File: src/rtl/io_uart_master.sv
`timescale 1ns/1ps
// -----------------------------------------------------------------------------
// io_uart_master
//
// MMIO initiator for the IO controller's CPU-side port. It stands in for CPU
// loads/stores so that a hardware loader or console path can move bytes
// through the on-chip UART:
//   * a byte offered on tx_data/tx_valid is parked in a one-entry TX holding
//     register, then written to the UART TX data address once a status poll
//     reports the UART transmitter ready;
//   * when a status poll reports a received byte and the one-entry RX holding
//     register is free, the byte is read from the UART RX data address and
//     presented on rx_data/rx_valid.
//
// IO map (word addresses):
//   0x00 status  : bit0 = UART TX ready, bit1 = UART RX valid
//   0x01 RX data : bits [7:0]
//   0x02 TX data : din_io[7:0]
//
// Ports:
//   clk       in   clock
//   cpu_rst_n in   asynchronous active-low reset
//   tx_data   in   byte to transmit
//   tx_valid  in   tx_data valid
//   tx_ready  out  TX holding register empty
//   rx_data   out  received byte (held until the next fill)
//   rx_valid  out  RX holding register full
//   rx_ready  in   consumer accepts rx_data
//   io_en     out  IO access strobe, one cycle per access
//   wea       out  byte write enables, 0 = read
//   adr       out  IO word address
//   din_io    out  write data
//   dout_io   in   responder read data, valid the cycle after a read strobe
//   busy      out  FSM is not idle
// -----------------------------------------------------------------------------
module io_uart_master #(
  parameter int ADR_W    = 5,
  parameter int XLEN     = 32,
  parameter int POLL_GAP = 0
) (
  input  logic             clk,
  input  logic             cpu_rst_n,
  input  logic [7:0]       tx_data,
  input  logic             tx_valid,
  output logic             tx_ready,
  output logic [7:0]       rx_data,
  output logic             rx_valid,
  input  logic             rx_ready,
  output logic             io_en,
  output logic [3:0]       wea,
  output logic [ADR_W-1:0] adr,
  output logic [XLEN-1:0]  din_io,
  input  logic [XLEN-1:0]  dout_io,
  output logic             busy
);

  localparam logic [ADR_W-1:0] ADR_STATUS = ADR_W'(0);
  localparam logic [ADR_W-1:0] ADR_RX     = ADR_W'(1);
  localparam logic [ADR_W-1:0] ADR_TX     = ADR_W'(2);

  // GAP holds for POLL_GAP cycles: the counter is loaded with POLL_GAP-1 on
  // entry and GAP is left when it reaches zero.
  localparam int GAP_W = (POLL_GAP > 1) ? $clog2(POLL_GAP) : 1;
  localparam logic [GAP_W-1:0] GAP_LOAD = (POLL_GAP > 0) ? GAP_W'(POLL_GAP - 1) : '0;

  typedef enum logic [2:0] {
    S_IDLE      = 3'd0,
    S_POLL      = 3'd1,
    S_POLL_WAIT = 3'd2,
    S_RD_RX     = 3'd3,
    S_RD_WAIT   = 3'd4,
    S_WR_TX     = 3'd5,
    S_GAP       = 3'd6
  } state_t;

  state_t           state;
  state_t           state_nxt;
  logic [GAP_W-1:0] gap_cnt;

  logic             tx_full;
  logic [7:0]       tx_byte;
  logic             rx_full;
  logic [7:0]       rx_byte;

  // Only the low byte of read data is ever meaningful to this block.
  logic unused_dout_hi;
  assign unused_dout_hi = ^dout_io[XLEN-1:8];

  // ---------------------------------------------------------------------------
  // State register
  // ---------------------------------------------------------------------------
  // NOTE: sequential state uses non-blocking assignments so every register
  // samples the pre-edge values of its neighbours; the async reset sits in the
  // sensitivity list so outputs decoded from state drop without a clock.
  always_ff @(posedge clk or negedge cpu_rst_n) begin
    if (!cpu_rst_n) begin
      state <= S_IDLE;
    end else begin
      state <= state_nxt;
    end
  end

  // ---------------------------------------------------------------------------
  // Next-state logic
  // ---------------------------------------------------------------------------
  // NOTE: every always_comb output gets a default before the case so no path
  // leaves it unassigned, which would otherwise infer a latch.
  always_comb begin
    state_nxt = state;
    unique case (state)
      S_IDLE: begin
        // Poll while there is room for a received byte or a byte to send.
        if (!rx_full || tx_full) state_nxt = S_POLL;
      end
      S_POLL: begin
        state_nxt = S_POLL_WAIT;
      end
      S_POLL_WAIT: begin
        // Receive has priority so the UART RX FIFO cannot back up behind a
        // stream of transmits. Flags are the registered ones: a same-cycle
        // tx accept or rx drain is seen on the next poll.
        if (dout_io[1] && !rx_full) begin
          state_nxt = S_RD_RX;
        end else if (dout_io[0] && tx_full) begin
          state_nxt = S_WR_TX;
        end else if (POLL_GAP > 0) begin
          state_nxt = S_GAP;
        end else begin
          state_nxt = S_IDLE;
        end
      end
      S_RD_RX: begin
        state_nxt = S_RD_WAIT;
      end
      S_RD_WAIT: begin
        state_nxt = S_IDLE;
      end
      S_WR_TX: begin
        state_nxt = S_IDLE;
      end
      S_GAP: begin
        if (gap_cnt == '0) state_nxt = S_IDLE;
      end
      default: begin
        state_nxt = S_IDLE;
      end
    endcase
  end

  // ---------------------------------------------------------------------------
  // Poll back-off counter
  // ---------------------------------------------------------------------------
  always_ff @(posedge clk or negedge cpu_rst_n) begin
    if (!cpu_rst_n) begin
      gap_cnt <= '0;
    end else if (state == S_POLL_WAIT && state_nxt == S_GAP) begin
      gap_cnt <= GAP_LOAD;
    end else if (state == S_GAP && gap_cnt != '0) begin
      gap_cnt <= gap_cnt - GAP_W'(1);
    end
  end

  // ---------------------------------------------------------------------------
  // TX holding register
  // ---------------------------------------------------------------------------
  // The write strobe in WR_TX is the only consumer, so the register frees at
  // the end of that cycle and tx_ready rises on the one after.
  always_ff @(posedge clk or negedge cpu_rst_n) begin
    if (!cpu_rst_n) begin
      tx_full <= 1'b0;
      tx_byte <= 8'h00;
    end else if (state == S_WR_TX) begin
      tx_full <= 1'b0;
    end else if (tx_valid && !tx_full) begin
      tx_full <= 1'b1;
      tx_byte <= tx_data;
    end
  end

  assign tx_ready = !tx_full;

  // ---------------------------------------------------------------------------
  // RX holding register
  // ---------------------------------------------------------------------------
  // RD_RX is only entered with the register empty, so a fill can never
  // collide with a consumer handshake. rx_byte keeps its value after a drain.
  always_ff @(posedge clk or negedge cpu_rst_n) begin
    if (!cpu_rst_n) begin
      rx_full <= 1'b0;
      rx_byte <= 8'h00;
    end else if (state == S_RD_WAIT) begin
      rx_full <= 1'b1;
      rx_byte <= dout_io[7:0];
    end else if (rx_full && rx_ready) begin
      rx_full <= 1'b0;
    end
  end

  assign rx_valid = rx_full;
  assign rx_data  = rx_byte;

  // ---------------------------------------------------------------------------
  // Bus outputs: Moore decode of the state register
  // ---------------------------------------------------------------------------
  always_comb begin
    io_en  = 1'b0;
    wea    = 4'b0000;
    adr    = ADR_STATUS;
    din_io = '0;
    unique case (state)
      S_POLL: begin
        io_en = 1'b1;
        adr   = ADR_STATUS;
      end
      S_RD_RX: begin
        io_en = 1'b1;
        adr   = ADR_RX;
      end
      S_WR_TX: begin
        io_en  = 1'b1;
        wea    = 4'b0001;
        adr    = ADR_TX;
        din_io = {{(XLEN-8){1'b0}}, tx_byte};
      end
      default: begin
      end
    endcase
  end

  assign busy = (state != S_IDLE);

endmodule

File: config.mk
export PLATFORM = sky130hd
export DESIGN_NAME = io_uart_master
export DESIGN_NICKNAME = d
export VERILOG_FILES = /design/src/rtl/io_uart_master.sv
export SDC_FILE = /design/constraint.sdc
export NUM_CORES = 1
export LEC_CHECK = 0
export CORE_MARGIN = 1.5
export CORE_UTILIZATION = 35
export CTS_BUF_LIST = sky130_fd_sc_hd__clkbuf_8 sky130_fd_sc_hd__clkbuf_16
export CTS_CLUSTER_DIAMETER = 50
export DETAILED_ROUTE_END_ITERATION = 10
export PLACE_DENSITY = 0.9
export SLEW_MARGIN = 20
export SYNTH_ARGS = -nofsm -noshare
export SYNTH_HDL_FRONTEND = slang
export SYNTH_SLANG_ARGS = --single-unit
File: constraint.sdc
create_clock -name clk -period 3.55 [get_ports clk]
set_clock_uncertainty 0.15 [all_clocks]
set_input_delay 0.5325 -clock clk [delete_from_list [all_inputs] [get_ports clk]]
set_output_delay 0.5325 -clock clk [all_outputs]
set_load 0.01 [all_outputs]
== Word level (Yosys, flattened, before mapping) ==
Index checks and enable logic that the tools add are counted.

* Bits of input ports: 44
* Flip-flop bits (word level): 22

* Equality and inequality tests: 7
* Multiplexer cells: 15
* $add $sub $neg: 1
* Reductions and logical operators: 16
* Bitwise operators: 1

{| class="wikitable"
|+ Operators with widths
! kind !! count
|-
| 3-bit case mux with 5 select lines || 1
|-
| 3-bit equality test (second input constant) || 4
|-
| 3-bit two-way mux || 4
|-
| 1-bit two-way mux || 8
|-
| 8-bit two-way mux || 1
|-
| 3-bit by 2-bit equality test with 1-bit output (second input constant) || 2
|-
| 1-bit logical AND || 6
|-
| 2-bit nonzero test || 3
|-
| 2-bit case mux with 2 select lines || 1
|-
| 3-bit by 1-bit equality test with 1-bit output (second input constant) || 1
|-
| 3-bit zero test || 1
|-
| 3-bit nonzero test || 1
|-
| 3-bit OR reduction || 1
|-
| 1-bit zero test || 2
|-
| 2-bit AND reduction || 1
|-
| 1-bit logical OR || 1
|-
| 1-bit NOT || 1
|-
| 1-bit subtractor (second input constant) || 1
|}

== Logic depth before layout (Yosys ltp) ==
Gate-level depths: netlist of run 1.

* Word-level depth: 7
* Depth in mapped cells: 4
* Mapped depth without buffers: 3

== Least setup slack after synthesis of run 1 ==
No wires, ideal clock.

* Path type: reg-to-reg
* Start point: reg state[2]
* End point: reg tx_byte[0]
* Arrival time: 1.401 ns
* Required time: 3.275 ns
* Period minus slack after synthesis: 1.676 ns
* Setup time: 0.125 ns
* Slack: 1.874 ns
* Buffers on the path: 1
* Stages on the path, launching flop included: 5
* Cell sequence: dfrtp_1 -> and3b_1 -> or3b_1 -> buf_6 -> mux2_4

* Longest elaborated chain between the ends: 3

{| class="wikitable"
|+ RTL lines
! what !! line !! source
|-
| start: declaration || 76 || <nowiki>state_t state;</nowiki>
|-
| start signal: assignment || 99 || <nowiki>state <= state_nxt;</nowiki>
|-
| 3-bit equality test || 172 || <nowiki>end else if (state == S_WR_TX) begin</nowiki>
|-
| 1-bit NOT (no line) || n/a ||
|-
| 2-bit AND reduction (no line) || n/a ||
|-
| end signal: assignment || 176 || <nowiki>tx_byte <= tx_data;</nowiki>
|-
| end: declaration || 81 || <nowiki>logic [7:0] tx_byte;</nowiki>
|}

No other way between the ends.
A chain may end at the register's enable or synchronous reset.

== Final worst setup path of run 1 ==
* Start point: reg state[1]
* End point: out din_io[0]

* Longest elaborated chain between the ends: 2

{| class="wikitable"
|+ RTL lines
! what !! line !! source
|-
| 3-bit equality test || 210 || <nowiki>unique case (state)</nowiki>
|-
| 8-bit two-way mux || 210 ||
|-
| end: declaration || 52 || <nowiki>output logic [XLEN-1:0] din_io,</nowiki>
|}

No other way between the ends.

==> flow_metrics.py, run 1 <==
metrics = {
    "status": {
        "outcome": "completed",
    },
    "clock_tree": {
        "clk_latency_ps": 260,
        "post_cts_buffers": 0,
        "holdBufCountCts": 0,
        "root_buffer": "clkbuf_8",
        "cts_htree_levels": 1,
        "numCtsBuffers": 3,
        "cts.clk_slew.worst_paths_ps": 80,
        "cts_buffer_depth": 2,
        "postCtsResizedCells": 0,
        "cts.sinks": 22,
        "tritoncts": "yes",
    },
    "drt": {
        "routed_wl_um": 2150,
        "antenna_left": 0,
        "drc": 0,
        "drt_iter0_drc": 20,
        "viasPerCell": 4.07,
        "vias": 793,
        "firstDrtPassIters": 2,
        "avgRoutedWirePerCell_um": 11.0,
    },
    "grt": {
        "grt_pass1_wl_um": 3470,
        "grt_pass1_vias": 760,
        "grt_max_degree": 23,
        "gr-total-overflow": 0,
        "grt.total_usage_pct": 11.0,
        "antenna_found_initial": 0,
    },
    "cells_and_area": {
        "diodes": 0,
        "fin_nets": 194,
        "layout_commonest_cell": "clkdlybuf4s50_1",
        "area_growth_pct": 33.2,
        "finalNonFillerCells": 195,
        "design_area_um2": 1630,
        "drive_gt1_share_pct": 13.4,
        "final_cell_mix": "clkdlybuf4s50_1 (41), conb_1 (30), dfrtp_1 (22)",
    },
    "synth": {
        "syn-cell-area_um2": 1230,
        "synth_seq_area_share_pct": 44.9,
        "synth.distinct_cells": 25,
        "yosysWarnings": 0,
        "synthCells": 107,
        "ys_seq_elements": 22,
        "syn_area_per_cell_um2": 11.5,
    },
    "die": {
        "die_w_um": 62.2,
        "initial_core_util_pct": 36.7,
        "io_pins": 97,
        "die_area_um2": 3870,
        "rows": 21,
        "coreArea_um2": 3340,
        "die_h_um": 62.2,
    },
    "place": {
        "gp_congestion": 0.633,
        "placedCellCount": 191,
        "post-place-ws_ps": 1280,
        "io_buffers": 42,
        "dpl_cell_area_um2": 1570,
        "dp_hpwl_um": 1650,
    },
    "power": {
        "p_leak_nw": 0.780,
        "power_density_nw_per_um2": 762,
        "vdd_drop_max_mv": 0.314,
    },
    "sta": {
        "fin_crit_sh_pct": 71.8,
        "hold_viol_final": 0,
        "tightest_slew_ps": 502,
        "tns_ps": 0,
        "whs_ps": 73.9,
        "final_max_slew_viol_count": 0,
        "relSlewSlack_pct": 66.6,
        "timing.final.ws_setup_ps": 1000,
        "setup_viol": 0,
        "rsz0062_at_grt": "false",
        "max_freq_ghz": 0.392,
        "period_needed_ps": 2550,
    },
    "worst_setup_path": {
        "crit_required_ps": 2870,
        "arrival_ps": 1870,
        "worstSetupPathType": "flop to output port",
        "start_kind": "flop",
        "crit_fanout": 11,
        "critPathCaptureType": "output port",
    },
    "flow_run": {
        "maxCapViolCount": 0,
    },
    "hold_path": {
        "min_path_type": "primary input to asynchronous set/reset pin",
    },
}
[layout make-up]
cell class | instances | area [um^2]
fill | 337 | 1700
multi-input combinational | 78 | 527
inverter | 3 | 11.3
sequential | 22 | 551
timing repair buffer | 42 | 415
clock inverter | 1 | 30.0
clock buffer | 3 | 41.3
tap | 46 | 57.6
[worst paths after layout]
check / depth (start not counted) / startpoint / slack [ps] / to
hold reg to reg: 1 / rx_data[1] / 350 / rx_data[1]
setup / recovery: 3 / state[1] / 1000 / din_io[0]
max in group asynchronous: 1 / cpu_rst_n / 2840 / state[1]
setup reg to reg: 3 / state[2] / 1500 / tx_byte[5]
hold / removal: 1 / cpu_rst_n / 70 / tx_byte[6]
min in group clk: 1 / rx_data[1] / 350 / rx_data[1]
[through the flow]
stage	total power (W)	utilization, %
6_report	0.00124	48.9
2_1_floorplan	0.000788	-
4_1_cts	0.00126	49.1
3_5_place_dp	0.00102	46.9
3_3_place_gp	0.000999	46.9
5_1_grt	0.00132	48.9
[routing by layer]
| layer | GRT usage, % | routed length, um | up-vias |
|---|---|---|---|
| met5 | 0 | 0 | - |
| li1 | - | - | 378 |
| met1 | 13.6 | 910 | 379 |
| met3 | 1.99 | 110 | 0 |
| met2 | 19.0 | 1130 | 36 |
| met4 | 4.17 | 0 | 0 |
[sequential cells by signal, summed over array words and instances, names as in the netlist]
signal    count
gap_cnt       1
rx_data       8
tx_byte       8
state         3
rx_valid      1
tx_full       1
[report_power, final]
part	internal [W]	switching [W]
Combinational	0.000348	0.000202
Sequential	0.000371	0.0000879
Clock	0.000151	0.0000851
[synth_stat cells]
| cell type | n | area (um^2) |
|---|---|---|
| buf_4 | 30 | 225 |
| buf_6 | 1 | 11.3 |
| mux2_4 | 8 | 120 |
| a311oi_1 | 1 | 8.76 |
| mux2_1 | 1 | 11.3 |
| a21oi_1 | 1 | 5.00 |
| nand3b_1 | 1 | 7.51 |
| a21boi_0 | 2 | 15.0 |
| a22o_1 | 1 | 8.76 |
| or3b_1 | 1 | 8.76 |
| and3b_1 | 2 | 17.5 |
| inv_1 | 3 | 11.3 |
| nor2b_1 | 2 | 12.5 |
| nand2_1 | 2 | 7.51 |
| mux2_2 | 7 | 78.8 |
| conb_1 | 1 | 3.75 |
| or3_1 | 1 | 6.26 |
| nand2b_1 | 1 | 6.26 |
| buf_2 | 2 | 10.0 |
| a21o_1 | 2 | 15.0 |
| and2_1 | 10 | 62.6 |
| nor2_1 | 3 | 11.3 |
| dfrtp_1 | 22 | 551 |
| o21ai_0 | 1 | 5.00 |
| o22ai_1 | 1 | 6.26 |
[kinds of logic (layout without fill, tap and decap cells)]
kind of cell	after synthesis	count (layout)	synth area share, %
AOI/OAI and AO/OA	9	9	5.20
and+or+nand+nor	23	23	11.4
muxes	16	16	17.1
DFF	22	22	44.9
buffers and inverters	36	49	21.0
other	1	30	0.306
[critical path, cell delays in order, from the launching register on]
cell and delay [ps]:
dfrtp_1 460, and3b_1 430, and2_1 180, clkdlybuf4s50_1 540
Note: power is estimated with default switching activity, not from simulation.
==> inputs of run 2 (changes only) <==
--- a/config.mk
+++ b/config.mk
@@ -6,11 +6,11 @@
 export NUM_CORES = 1
 export LEC_CHECK = 0
 export CORE_MARGIN = 1.5
-export CORE_UTILIZATION = 35
+export CORE_UTILIZATION = 33
 export CTS_BUF_LIST = sky130_fd_sc_hd__clkbuf_8 sky130_fd_sc_hd__clkbuf_16
 export CTS_CLUSTER_DIAMETER = 50
 export DETAILED_ROUTE_END_ITERATION = 10
-export PLACE_DENSITY = 0.9
+export PLACE_DENSITY = 0.85
 export SLEW_MARGIN = 20
 export SYNTH_ARGS = -nofsm -noshare
 export SYNTH_HDL_FRONTEND = slang
==> constraint.sdc (replaced) <==
create_clock -name clk -period 2.5 [get_ports clk]
set_clock_uncertainty 0.15 [all_clocks]
set_input_delay 0.375 -clock clk [delete_from_list [all_inputs] [get_ports clk]]
set_output_delay 0.375 -clock clk [all_outputs]
set_load 0.01 [all_outputs]
==> flow_metrics.py, run 2 (same netlist as run 1, synthesis figures left out) <==
metrics = {
    "cells_and_area": {
        "diodes": 0,
        "area_growth_pct": 33.0,
        "drive_gt1_share_pct": 14.0,
        "fin_nets": 195,
        "final_cell_mix": "clkdlybuf4s50_1 (42), conb_1 (30), dfrtp_1 (22)",
        "layout_commonest_cell": "clkdlybuf4s50_1",
    },
    "clock_tree": {
        "root_buffer": "clkbuf_8",
        "cts_htree_levels": 1,
        "cts.clk_slew.worst_paths_ps": 80,
        "clk_latency_ps": 260,
        "numCtsBuffers": 3,
        "cts_buffer_depth": 2,
        "cts.sinks": 22,
        "holdBufCountCts": 0,
        "tritoncts": "yes",
    },
    "worst_setup_path": {
        "path_buf_inv": 1,
        "crit_path_max_incr_delay_ps": 540,
        "crit_end": "din_io[5]",
        "setup.worst_path.start": "state[1]",
        "r2r_start": "state[2]",
        "worstSetupPathDepth": 3,
        "crit_fanout": 11,
        "crit_slowest_cell": "clkdlybuf4s50_1",
        "start_kind": "flop",
        "crit_required_ps": 1980,
        "critPathCaptureType": "output port",
        "r2r_setup_slack_ps": 500,
        "crit_chain": "and3b_2 -> and2_1 -> clkdlybuf4s50_1",
        "arrival_ps": 1760,
        "worst_r2r_path_depth": 3,
        "path_delay_family": "buffers and inverters",
        "worstSetupPathType": "flop to output port",
        "rr_endpoint": "tx_byte[0]",
    },
    "grt": {
        "grt_pass1_wl_um": 3410,
        "gr-total-overflow": 0,
        "antenna_found_initial": 0,
        "grt_pass1_vias": 750,
        "grt.total_usage_pct": 10.8,
        "grt_max_degree": 23,
    },
    "sta": {
        "fin_crit_sh_pct": 91.4,
        "setup_viol": 0,
        "period_needed_ps": 2280,
        "tns_ps": 0,
        "hold_viol_final": 0,
        "max_freq_ghz": 0.438,
        "rsz0062_at_grt": "false",
        "final_max_slew_viol_count": 0,
    },
    "die": {
        "io_pins": 97,
        "die_h_um": 64.0,
        "coreArea_um2": 3440,
        "die_area_um2": 4090,
        "die_w_um": 64.0,
        "initial_core_util_pct": 35.6,
        "rows": 21,
    },
    "power": {
        "vdd_drop_max_mv": 0.411,
        "power_density_nw_per_um2": 1030,
        "p_total_w": 0.00168,
        "p_leak_nw": 0.777,
    },
    "drt": {
        "drt_iter0_drc": 29,
        "avgRoutedWirePerCell_um": 10.7,
        "vias": 799,
        "antenna_left": 0,
        "viasPerCell": 4.08,
        "firstDrtPassIters": 4,
        "routed_wl_um": 2090,
        "drc": 0,
    },
    "status": {
        "outcome": "completed",
    },
    "flow_run": {
        "maxCapViolCount": 0,
    },
    "place": {
        "dp_hpwl_um": 1610,
        "gp_congestion": 0.688,
        "io_buffers": 42,
    },
    "hold_path": {
        "min_path_type": "primary input to asynchronous set/reset pin",
    },
}
## run 2: cell types whose count changed in the layout (fill, tap and decap cells not counted)
cell             before  now
clkbuf_8              3    4
and3b_2               0    1
bufinv_16             1    0
buf_2                 1    0
buf_4                 0    1
clkdlybuf4s50_1      41   42
and3b_1               2    1
## run 2: timing repair
item,CTS,global route
endpoints found under the setup margin,0,1
gates resized for setup,0,1
setup buffers,0,0
hold endpoints to repair,0,0
## run 2: layout make-up
cell class | instances | area, um^2
Clock buffer | 4 | 55.1
Fill cell | 346 | 1810
Multi-Input combinational cell | 78 | 528
Inverter | 3 | 11.3
Timing Repair Buffer | 43 | 428
Sequential cell | 22 | 551
Tap cell | 46 | 57.6
## run 2: worst min-delay path by stage
stage,start,endpoint,slack (ps),cells past startpoint
global placement,rx_data[1],rx_data[1],320,1
floorplan,cpu_rst_n,gap_cnt,-70,0
CTS,cpu_rst_n,tx_byte[3],320,2
finish,cpu_rst_n,tx_byte[3],310,2
detailed placement,rx_data[1],rx_data[1],330,1
global route,cpu_rst_n,tx_byte[3],340,2
## run 2: where the power goes
group | switching [W] | internal (W) | total [W]
logic | 0.000284 | 0.000497 | 0.000781
registers | 0.000122 | 0.000527 | 0.000649
clock network | 0.000112 | 0.000140 | 0.000252
## run 2: routing by layer
layer  GRT usage, %  wire [um]  vias up
met5              0          0        -
met1           13.6        931      388
li1               -          -      375
met3           1.94        119        2
met4           4.89         12        0
met2           17.8       1030       34
## run 2: per-stage QoR
| step | util (%) | hold slack, ps | worst slack (ps) | area, um^2 | instances |
|---|---|---|---|---|---|
| CTS | 47.3 | 319 | 88.7 | 1630 | 196 |
| finish | 47.4 | 309 | 215 | 1630 | 196 |
| floorplan | - | -70.6 | 824 | 1340 | 136 |
| detailed placement | 45.7 | 333 | 384 | 1570 | 192 |
| global route | 47.4 | 343 | 106 | 1630 | 196 |
| global placement | 45.7 | 323 | 392 | 1570 | 192 |
